## src/rtl/rf_wb_arbiter.sv

```systemverilog
// Round-robin writeback arbiter sharing the register file write port between
// the execute and load paths, with a registered write stage and x0 filter.

module rf_wb_lookup #(
    parameter int ADW = 5
) (
    input  logic           rf_we,
    input  logic [ADW-1:0] rf_addr,
    input  logic [ADW-1:0] q_addr,
    output logic           q_hit
);
    // rf_we is never set for x0, so a zero lookup address cannot hit
    assign q_hit = rf_we && (rf_addr == q_addr);
endmodule

module rf_wb_arbiter #(
    parameter int ADW  = 5,
    parameter int DPW  = 32,
    parameter int CNTW = 16
) (
    input  logic            clk,
    input  logic            rst,
    input  logic            ex_valid,
    input  logic [ADW-1:0]  ex_addr,
    input  logic [DPW-1:0]  ex_data,
    output logic            ex_ready,
    input  logic            ld_valid,
    input  logic [ADW-1:0]  ld_addr,
    input  logic [DPW-1:0]  ld_data,
    output logic            ld_ready,
    output logic            rf_we,
    output logic [ADW-1:0]  rf_addr,
    output logic [DPW-1:0]  rf_wd,
    input  logic [ADW-1:0]  q_addr_1,
    input  logic [ADW-1:0]  q_addr_2,
    output logic            q_hit_1,
    output logic            q_hit_2,
    output logic [DPW-1:0]  fwd_data,
    output logic [CNTW-1:0] cont_cnt
);
    localparam int NUM_Q = 2;

    typedef struct packed {
        logic [ADW-1:0] addr;
        logic [DPW-1:0] data;
    } wb_req_t;

    logic    prio;          // 0: load favoured, 1: execute favoured
    logic    both_valid;
    logic    grant;
    wb_req_t sel;

    logic [NUM_Q-1:0][ADW-1:0] q_addr;
    logic [NUM_Q-1:0]          q_hit;

    assign both_valid = ex_valid && ld_valid;

    // Grants depend only on the valids, prio and reset
    assign ex_ready = !rst && ex_valid && (!ld_valid || prio);
    assign ld_ready = !rst && ld_valid && (!ex_valid || !prio);
    assign grant    = ex_ready || ld_ready;

    always_comb begin
        sel = '{addr: ld_addr, data: ld_data};
        if (ex_ready)
            sel = '{addr: ex_addr, data: ex_data};
    end

    always_ff @(posedge clk) begin
        if (rst)
            prio <= 1'b0;
        else if (ex_ready)
            prio <= 1'b0;
        else if (ld_ready)
            prio <= 1'b1;
    end

    always_ff @(posedge clk) begin
        if (rst) begin
            rf_we   <= 1'b0;
            rf_addr <= '0;
            rf_wd   <= '0;
        end else if (grant) begin
            rf_we   <= (sel.addr != '0);
            rf_addr <= sel.addr;
            rf_wd   <= sel.data;
        end else begin
            rf_we   <= 1'b0;
        end
    end

    always_ff @(posedge clk) begin
        if (rst)
            cont_cnt <= '0;
        else if (both_valid && (cont_cnt != {CNTW{1'b1}}))
            cont_cnt <= cont_cnt + 1'b1;
    end

    assign q_addr[0] = q_addr_1;
    assign q_addr[1] = q_addr_2;

    genvar g;
    generate
        for (g = 0; g < NUM_Q; g++) begin : g_lookup
            rf_wb_lookup #(.ADW(ADW)) u_lookup (
                .rf_we  (rf_we),
                .rf_addr(rf_addr),
                .q_addr (q_addr[g]),
                .q_hit  (q_hit[g])
            );
        end
    endgenerate

    assign q_hit_1  = q_hit[0];
    assign q_hit_2  = q_hit[1];
    assign fwd_data = rf_wd;
endmodule

```

## config.mk

```make
export PLATFORM = sky130hd
export DESIGN_NAME = rf_wb_arbiter
export DESIGN_NICKNAME = d
export VERILOG_FILES = /design/src/rtl/rf_wb_arbiter.sv
export SDC_FILE = /design/constraint.sdc
export NUM_CORES = 1
export LEC_CHECK = 0
export ABC_AREA = 0
export CAP_MARGIN = 5
export CORE_MARGIN = 4
export CORE_UTILIZATION = 39
export DETAILED_ROUTE_END_ITERATION = 10
export PLACE_DENSITY_LB_ADDON = 0.05
export SYNTH_ARGS = -nofsm -noshare
export SYNTH_HDL_FRONTEND = slang
export SYNTH_SLANG_ARGS = --single-unit
```

## constraint.sdc

```tcl
create_clock -name clk -period 2.9 [get_ports clk]
set_input_delay 0.58 -clock clk [delete_from_list [all_inputs] [get_ports clk]]
set_output_delay 0.58 -clock clk [all_outputs]
set_load 0.03 [all_outputs]
```

==> qor.yml, run 1 <==
route.detailed.wl_per_inst_um: 17.6
max_cap_violations: 0
status: "finished, final reports clean"
fin_nets: 522
hold_path_class: "reg -> reg"
dpl.hpwl_mm: 6.75
required_ps: 2320
first_iter_violations: 204
die_h_um: 90.7
synth-main-ff-cell: "dfxtp_1"
maxSlewViolCount: 0
wirelength_mm: 8.98
grt_max_degree: 50
synth_nets: 385
gp_congestion: 0.803
clk_pin_slew_ps: 90
path_class: "in -> out"
avgViaCountPerCell: 5.51
fin_crit_sh: 0.855
synth_commonest_cells: "55 x dfxtp_1, 46 x nor2_1, 32 x a222oi_1, 32 x buf_4, 19 x clkbuf_1"
cts_htree_levels: 2
syn_to_final_growth_pct: 63.2
synthesis.instances: 296
stdcell_area_um2: 4350
start_util: 0.411
grt.overflow.total: 0
grt_pass1_vias: 2906
finalClockSkew_ps: 10.6
fmax_mhz: 403
postSynth.asyncResetShare: 0
clkSinkCount: 55
p_leak_nw: 1.59
hold_depth: 2
synth.area.top_cells: "dfxtp_1 41%, a222oi_1 12%, buf_4 9.0%"
post-synth-top-count-cell: "dfxtp_1"
drc: 0
powerDensity_nw_per_um2: 411
synth-seq-area-share: 0.413
setup_viol: 0
r2r_cells: 4
cts_hold_buf: 0
multiInputGateArea_um2: 1250
ys_seq_elements: 55
drive_above_1_share: 0.0530
fillers: 555
irDropWorstVdd_mv: 0.256
placed_cell_area_um2: 4260
hold_violations: 0
track_usage: 0.213
cts_tree: "done"
ys.warnings.count: 0
wl_met1_mm: 3.61
rows: 29
coreArea_um2: 6490
dr.pass1.iters: 6
postCtsSetupBuffers: 0
die_x_um: 90.7
num_vias: 2816
drtAntennaViolNets: 0
tns_ps: 0
synthDominantCellAreaShare: 0.413
wl_met3_um: 711
clkLatencyLatePin_ps: 310
period_needed_ps: 2480
rsz0062_at_grt: "no"
die_area_um2: 8230
postCtsResizedCells: 0
n_antenna_cell: 0
top_layer_used: "met4"
antenna_found_initial: 0
cts_buffers: 5
clk_path_buf_depth: 2
clock-root-buffer: "clkbuf_8"
crit_fanout: 1
worst_pin_slew_ps: 1230
wl_met2_mm: 4.46
avgSynthCellArea_um2: 9.01
io_buffers: 177
synth_top_area_cell: "dfxtp_1"
arrival_ps: 1900
seqCellArea_um2: 1100
ios: 178
synth_edf_count: 0
slew_headroom: 0.177
grt_pass1_wl_mm: 14.4
syn_area_um2: 2670
critPathLaunchType: "input pin"
ys_types: 39
end_kind: "primary output"
[logic make-up after synthesis]
group	count (synthesis)	synth area share
mux	9	0.0356
xor+xnor	10	0.0328
simple gates	99	0.192
compound gates	65	0.197
flops	55	0.413
fa+ha+maj	1	0.00469
buf+inv	57	0.126
[cell type report]
type	count	area share
Sequential cell	55	0.253
Timing Repair Buffer	182	0.414
Inverter	5	0.00431
Tap cell	77	0.0221
Multi-Input combinational cell	184	0.287
Clock inverter	2	0.00287
Clock buffer	6	0.0167
[final timing paths]
check / start / endpoint / slack, ps
setup / recovery: q_addr_1[2] / q_hit_1 / 420
hold / removal: prio / prio / 510
setup reg to reg: cont_cnt[8] / cont_cnt[13] / 930
hold reg to reg: prio / prio / 510
[stage by stage]
stage	utilization	power, mW	hold WS [ps]	cells	worst slack, ps
2_1_floorplan	-	1.13	445	296	783
3_3_place_gp	0.656	1.38	495	503	43.8
3_5_place_dp	0.656	1.39	496	503	16.0
4_1_cts	0.669	1.81	510	511	8.27
5_1_grt	0.670	1.87	554	511	298
6_report	0.670	1.79	511	511	420
[critical path: stages]
cell	delay, ps
clkdlybuf4s50_1	420
xor2_1	150
nor4_1	290
and3_1	190
dlymetal6s2s_1	280
[power by group]
group	switching [mW]	internal (mW)
clock	0.252	0.170
sequential	0.0372	0.794
combinational	0.266	0.271
total	0.556	1.24
[state kept, by name, summed over array words and instances, names as in the netlist]
register / flops
prio: 1
fwd_data: 32
rf_addr: 5
cont_cnt: 16
rf_we: 1
[cell usage in the layout, fill, tap and decap left out, types with 6 or more instances in the layout]
| cell | n |
|---|---|
| nand2_1 | 8 |
| buf_4 | 7 |
| xor2_1 | 8 |
| dfxtp_1 | 55 |
| nor2_1 | 46 |
| a21oi_1 | 13 |
| clkdlybuf4s50_1 | 172 |
| a222oi_1 | 32 |
| nand4_1 | 6 |
| o21ai_0 | 6 |
[routing by layer]
metal | up-vias | track usage
met5 | - | 0
met4 | 0 | 0.0663
li1 | 1360 | -
met1 | 1308 | 0.256
met2 | 132 | 0.362
met3 | 16 | 0.0658
Note: power is estimated with default switching activity, not from simulation.
==> run 2, diff against run 1 <==
CORE_UTILIZATION = 40   (was 39)
CTS_BUF_LIST = sky130_fd_sc_hd__clkbuf_8   (was default)
HOLD_SLACK_MARGIN = 0.05   (was default)
==> run 2 against run 1 <==
  * Power up 6.7%
  * Count of clock-buffer cells in the layout unchanged
  * Die area down 2.3%
  * Via count up 1.4%
  * Sequential power about the same
  * Wire length up 3.5%
  * Global-route usage up 1.6 points
  * Clock power up 27%
==> qor.yml, run 2 (synthesis results as in run 1) <==
irDropWorstVdd_mv: 0.296  # was 0.256 mV
avgViaCountPerCell: 5.55  # was 5.51
num_vias: 2855  # was 2,816
n_antenna_cell: 0  # unchanged
hold_slack_ps: 512  # was 511 ps
totalPowerFinal_mw: 1.91  # was 1.79 mW
finalClockSkew_ps: 5.12  # was 10.6 ps
cts_buffers: 5  # unchanged
clkSinkCount: 55  # unchanged
grt_pass1_vias: 2868  # was 2,906
rows: 29  # unchanged
antenna_found_initial: 0  # unchanged
worst_slack_ps: 101  # was 420 ps
ios: 178  # unchanged
placed_cell_area_um2: 4290  # was 4260 um2
swShare: 0.294  # was 0.310
io_buffers: 177  # unchanged
powerDensity_nw_per_um2: 434  # was 411 nW/um2
max_cap_violations: 0  # unchanged
crit_fanout: 1  # unchanged
largest_register_ffs: 32  # unchanged
critPathLaunchType: "input pin"  # unchanged
hold_path_class: "reg -> reg"  # unchanged
final_common_cell: "clkdlybuf4s50_1"  # unchanged
fillers: 541  # was 555
p_seq_frac: 0.435  # was 0.464
track_usage: 0.229  # was 0.213
power.net_switching_mw: 0.562  # was 0.556 mW
first_iter_violations: 246  # was 204
dpl_worst_slack_ps: 48.7  # was 16.0 ps
rsz0062_at_grt: "no"  # unchanged
fin_util: 0.686  # was 0.670
cts_tree: "done"  # unchanged
fin_crit_sh: 0.965  # was 0.855
status: "finished, final reports clean"  # unchanged
maxSlewViolCount: 0  # unchanged
p_leak_nw: 1.61  # was 1.59 nW
seqCellArea_um2: 1100  # unchanged
clkLatencyLatePin_ps: 310  # about the same
combPwrFrac: 0.284  # was 0.300
die_x_um: 89.7  # was 90.7 um
postCtsSetupBuffers: 0  # unchanged
drtAntennaViolNets: 0  # unchanged
final_cell_mix: "173 x clkdlybuf4s50_1, 55 x dfxtp_1, 46 x nor2_1"  # was 172 x clkdlybuf4s50_1, 55 x dfxtp_1, 46 x nor2_1
clk_path_buf_depth: 2  # unchanged
route.detailed.wl_per_inst_um: 18.1  # was 17.6 um
wirelength_mm: 9.30  # was 8.98 mm
dpl.hpwl_mm: 6.97  # was 6.75 mm
worst_pin_slew_ps: 676  # was 1230 ps
hold_violations: 0  # unchanged
coreArea_um2: 6420  # was 6490 um2
dr.pass1.iters: 6  # unchanged
syn_to_final_growth_pct: 65.2  # was 63.2%
dp_cells: 506  # was 503
cts_htree_levels: 2  # unchanged
fmax_mhz: 357  # was 403 MHz
required_ps: 2320  # about the same
tns_ps: 0  # unchanged
multiInputGateArea_um2: 1250  # unchanged
die_h_um: 89.7  # was 90.7 um
final_cells: 514  # was 511
fin_nets: 525  # was 522
gp_congestion: 0.820  # was 0.803
stdcell_area_um2: 4410  # was 4350 um2
grt.overflow.total: 0  # unchanged
setup_viol: 0  # unchanged
postCtsResizedCells: 0  # unchanged
clk_pin_slew_ps: 90  # about the same
die_area_um2: 8040  # was 8230 um2
end_kind: "primary output"  # unchanged
grt_pass1_wl_mm: 14.1  # was 14.4 mm
period_needed_ps: 2800  # was 2480 ps
drive_above_1_share: 0.0618  # was 0.0530
internal-power_mw: 1.35  # was 1.24 mW
arrival_ps: 2220  # was 1900 ps
path_class: "in -> out"  # unchanged
drc: 0  # unchanged
clock-root-buffer: "clkbuf_8"  # unchanged
start_util: 0.415  # was 0.411
slew_headroom: 0.549  # was 0.177
cts_hold_buf: 0  # unchanged
grt_max_degree: 48  # was 50
clockPowerShare: 0.281  # was 0.236
-- run 2: cell types whose count changed in the layout (fill, tap and decap cells not counted), sizes merged --
cell	before	now
buf	8	11
bufinv	0	1
clkdlybuf4s50	172	173
clkinvlp	1	0
dlymetal6s2s	2	1
-- run 2: routing by layer --
| layer | global-route usage | vias to the layer above | wire [um] |
|---|---|---|---|
| met3 | 0.0730 | 14 | 755 |
| met5 | 0 | - | 0 |
| met4 | 0.0771 | 0 | 220 |
| met1 | 0.262 | 1346 | 3530 |
| met2 | 0.400 | 129 | 4790 |
| li1 | - | 1366 | - |
-- run 2: power by group through the flow --
stage          Combinational (mW)  Sequential [mW]  Clock [mW]
5_1_grt                     0.573            0.837       0.583
2_1_floorplan               0.219            0.914           0
3_5_place_dp                0.545            0.848           0
4_1_cts                     0.547            0.832       0.548
3_3_place_gp                0.537            0.848           0
6_report                    0.543            0.831       0.537
-- run 2: final cells by class --
class / instances / area share
timing repair buffer: 185 / 0.414
sequential: 55 / 0.250
tap: 77 / 0.0219
clock inverter: 2 / 0.00795
clock buffer: 6 / 0.0187
multi-input combinational: 184 / 0.283
inverter: 5 / 0.00426
-- run 2: path summary, 6_finish.rpt --
path / from / cells after the start / slack, ps / end
worst min-delay path: prio / 2 / 510 / prio
worst max-delay path: q_addr_2[2] / 5 / 100 / q_hit_2
worst min register to register: prio / 2 / 510 / prio
worst max register to register: cont_cnt[8] / 4 / 910 / cont_cnt[13]
-- run 2: critical path: stages --
cell	delay, ps
clkdlybuf4s50_1	420
xor2_1	150
nor4_1	240
and3_1	180
clkdlybuf4s50_1	660
==> run 3, diff against run 2 <==
--- a/config.mk
+++ b/config.mk
@@ -15,2 +15,3 @@
 export PLACE_DENSITY_LB_ADDON = 0.05
+export RECOVER_POWER = 25
 export SYNTH_ARGS = -nofsm -noshare
--- a/constraint.sdc
+++ b/constraint.sdc
@@ -3,2 +3,2 @@
 set_output_delay 0.58 -clock clk [all_outputs]
-set_load 0.03 [all_outputs]
+set_load 0.02 [all_outputs]
==> run 3 against run 2 <==
  * Fmax fell by 1.2%
  * Largest power group unchanged
  * Sequential power barely moved
  * Cell count fell by 0.58%
  * Critical endpoint is now ld_ready
  * Combinational power fell by 12%
  * Setup slack got worse by 33 ps
  * Power fell by 9.2%
  * Die area did not move
  * Highest routed layer unchanged
  * Largest cell class unchanged
  * Sequential share of layout area rose by 0.29 points
==> qor.yml, run 3 (synthesis results as in run 1) <==
route.detailed.wl_per_inst_um: 17.9  # was 18.1 um
dp_cells: 504  # was 506
avgViaCountPerCell: 5.55  # about the same
slew_headroom: 0.436  # was 0.549
cpLargestDelayFamily: "buffers and inverters"  # unchanged
max_cap_violations: 0  # unchanged
rsz0062_at_grt: "no"  # unchanged
start_util: 0.415  # unchanged
powerDensity_nw_per_um2: 398  # was 434 nW/um2
clkSinkCount: 55  # unchanged
antenna_found_initial: 0  # unchanged
p_leak_nw: 1.65  # was 1.61 nW
drc: 0  # unchanged
path_class: "in -> out"  # unchanged
track_usage: 0.229  # about the same
crit_fanout: 8  # was 1
n_antenna_cell: 0  # unchanged
rows: 29  # unchanged
final_common_cell: "clkdlybuf4s50_1"  # unchanged
irDropWorstVdd_mv: 0.215  # was 0.296 mV
io_buffers: 177  # unchanged
drive_above_1_share: 0.0484  # was 0.0618
drtAntennaViolNets: 0  # unchanged
maxSlewViolCount: 0  # unchanged
path_cells: "dlygate4sd3_1 -> a211oi_4 -> clkdlybuf4s50_1"  # was clkdlybuf4s50_1 -> xor2_1 -> nor4_1 -> and3_1 -> clkdlybuf4s50_1
grt_max_degree: 33  # was 48
arrival_ps: 2250  # was 2220 ps
clk_pin_slew_ps: 90  # about the same
grt_pass1_wl_mm: 14.3  # was 14.1 mm
syn_to_final_growth_pct: 63.2  # was 65.2%
cts_hold_buf: 0  # unchanged
finalClockSkew_ps: 3.28  # was 5.12 ps
status: "finished, final reports clean"  # unchanged
postCtsResizedCells: 0  # unchanged
final_cell_mix: "143 x clkdlybuf4s50_1, 55 x dfxtp_1, 46 x nor2_1"  # was 173 x clkdlybuf4s50_1, 55 x dfxtp_1, 46 x nor2_1
worst_pin_slew_ps: 838  # was 676 ps
critPathSlowestCell: "clkdlybuf4s50_1"  # unchanged
fin_crit_sh: 0.977  # was 0.965
fin_util: 0.678  # was 0.686
clkLatencyLatePin_ps: 300  # was 310 ps
gp_congestion: 0.772  # was 0.820
grt.overflow.total: 0  # unchanged
first_iter_violations: 191  # was 246
cts_buffers: 5  # unchanged
num_vias: 2836  # was 2,855
wirelength_mm: 9.15  # was 9.30 mm
hold_violations: 0  # unchanged
dr.pass1.iters: 6  # unchanged
fin_nets: 523  # was 525
hold_path_class: "reg -> reg"  # unchanged
clk_path_buf_depth: 2  # unchanged
ios: 178  # unchanged
crit_buf_inv: 2  # unchanged
totalPowerFinal_mw: 1.73  # was 1.91 mW
postCtsSetupBuffers: 0  # unchanged
largest_register_ffs: 32  # unchanged
final_cells: 511  # was 514
fmax_mhz: 353  # was 357 MHz
setup_viol: 0  # unchanged
required_ps: 2320  # about the same
clock-root-buffer: "clkbuf_8"  # unchanged
critPathLaunchType: "input pin"  # unchanged
cts_htree_levels: 2  # unchanged
end_kind: "primary output"  # unchanged
max_stage_delay_ps: 700  # was 660 ps
coreArea_um2: 6420  # unchanged
cts_tree: "done"  # unchanged
grt_pass1_vias: 2925  # was 2,868
dpl.hpwl_mm: 6.99  # was 6.97 mm
die_area_um2: 8040  # unchanged
period_needed_ps: 2830  # was 2800 ps
die_x_um: 89.7  # unchanged
tns_ps: 0  # unchanged
die_h_um: 89.7  # unchanged
run 3: final timing paths:
kind          startpoint          end  slack, ps  cells past startpoint
min reg2reg         prio         prio        510                      2
max reg2reg  cont_cnt[8]  cont_cnt[3]        910                      4
min                 prio         prio        510                      2
max             ex_valid     ld_ready         70                      3
run 3: metrics by stage:
stage	hold WS, ps	setup slack (ps)	area (um2)
after floorplan	445	862	2670
after global placement	497	111	4280
after detailed placement	500	56.6	4280
after CTS	513	51.0	4360
after global routing	534	17.6	4350
final	511	68.0	4350
run 3: cell type report:
cell class	instances	area [um2]
timing repair buffer	183	1810
fill	534	2070
sequential	55	1100
clock inverter	1	5.00
tap	77	96.3
clock buffer	6	82.6
inverter	5	18.8
multi-input combinational	184	1240
run 3: worst min-delay path, cell delays in order (launching register included):
cell	delay, ps
dfxtp_1	350
nand2_1	60
a21oi_1	60
run 3: layer usage:
| metal | up-vias | track usage | part of all wire |
|---|---|---|---|
| met5 | - | 0 | 0 |
| met4 | 0 | 0.0758 | 0.023 |
| met3 | 14 | 0.0821 | 0.086 |
| met2 | 126 | 0.416 | 0.52 |
| met1 | 1332 | 0.246 | 0.37 |
| li1 | 1364 | - | - |
run 3: where the power goes:
part           leakage, nW  internal, mW  switching, mW
clock               0.0470         0.188          0.239
combinational         1.15         0.262          0.216
sequential           0.450         0.794         0.0358
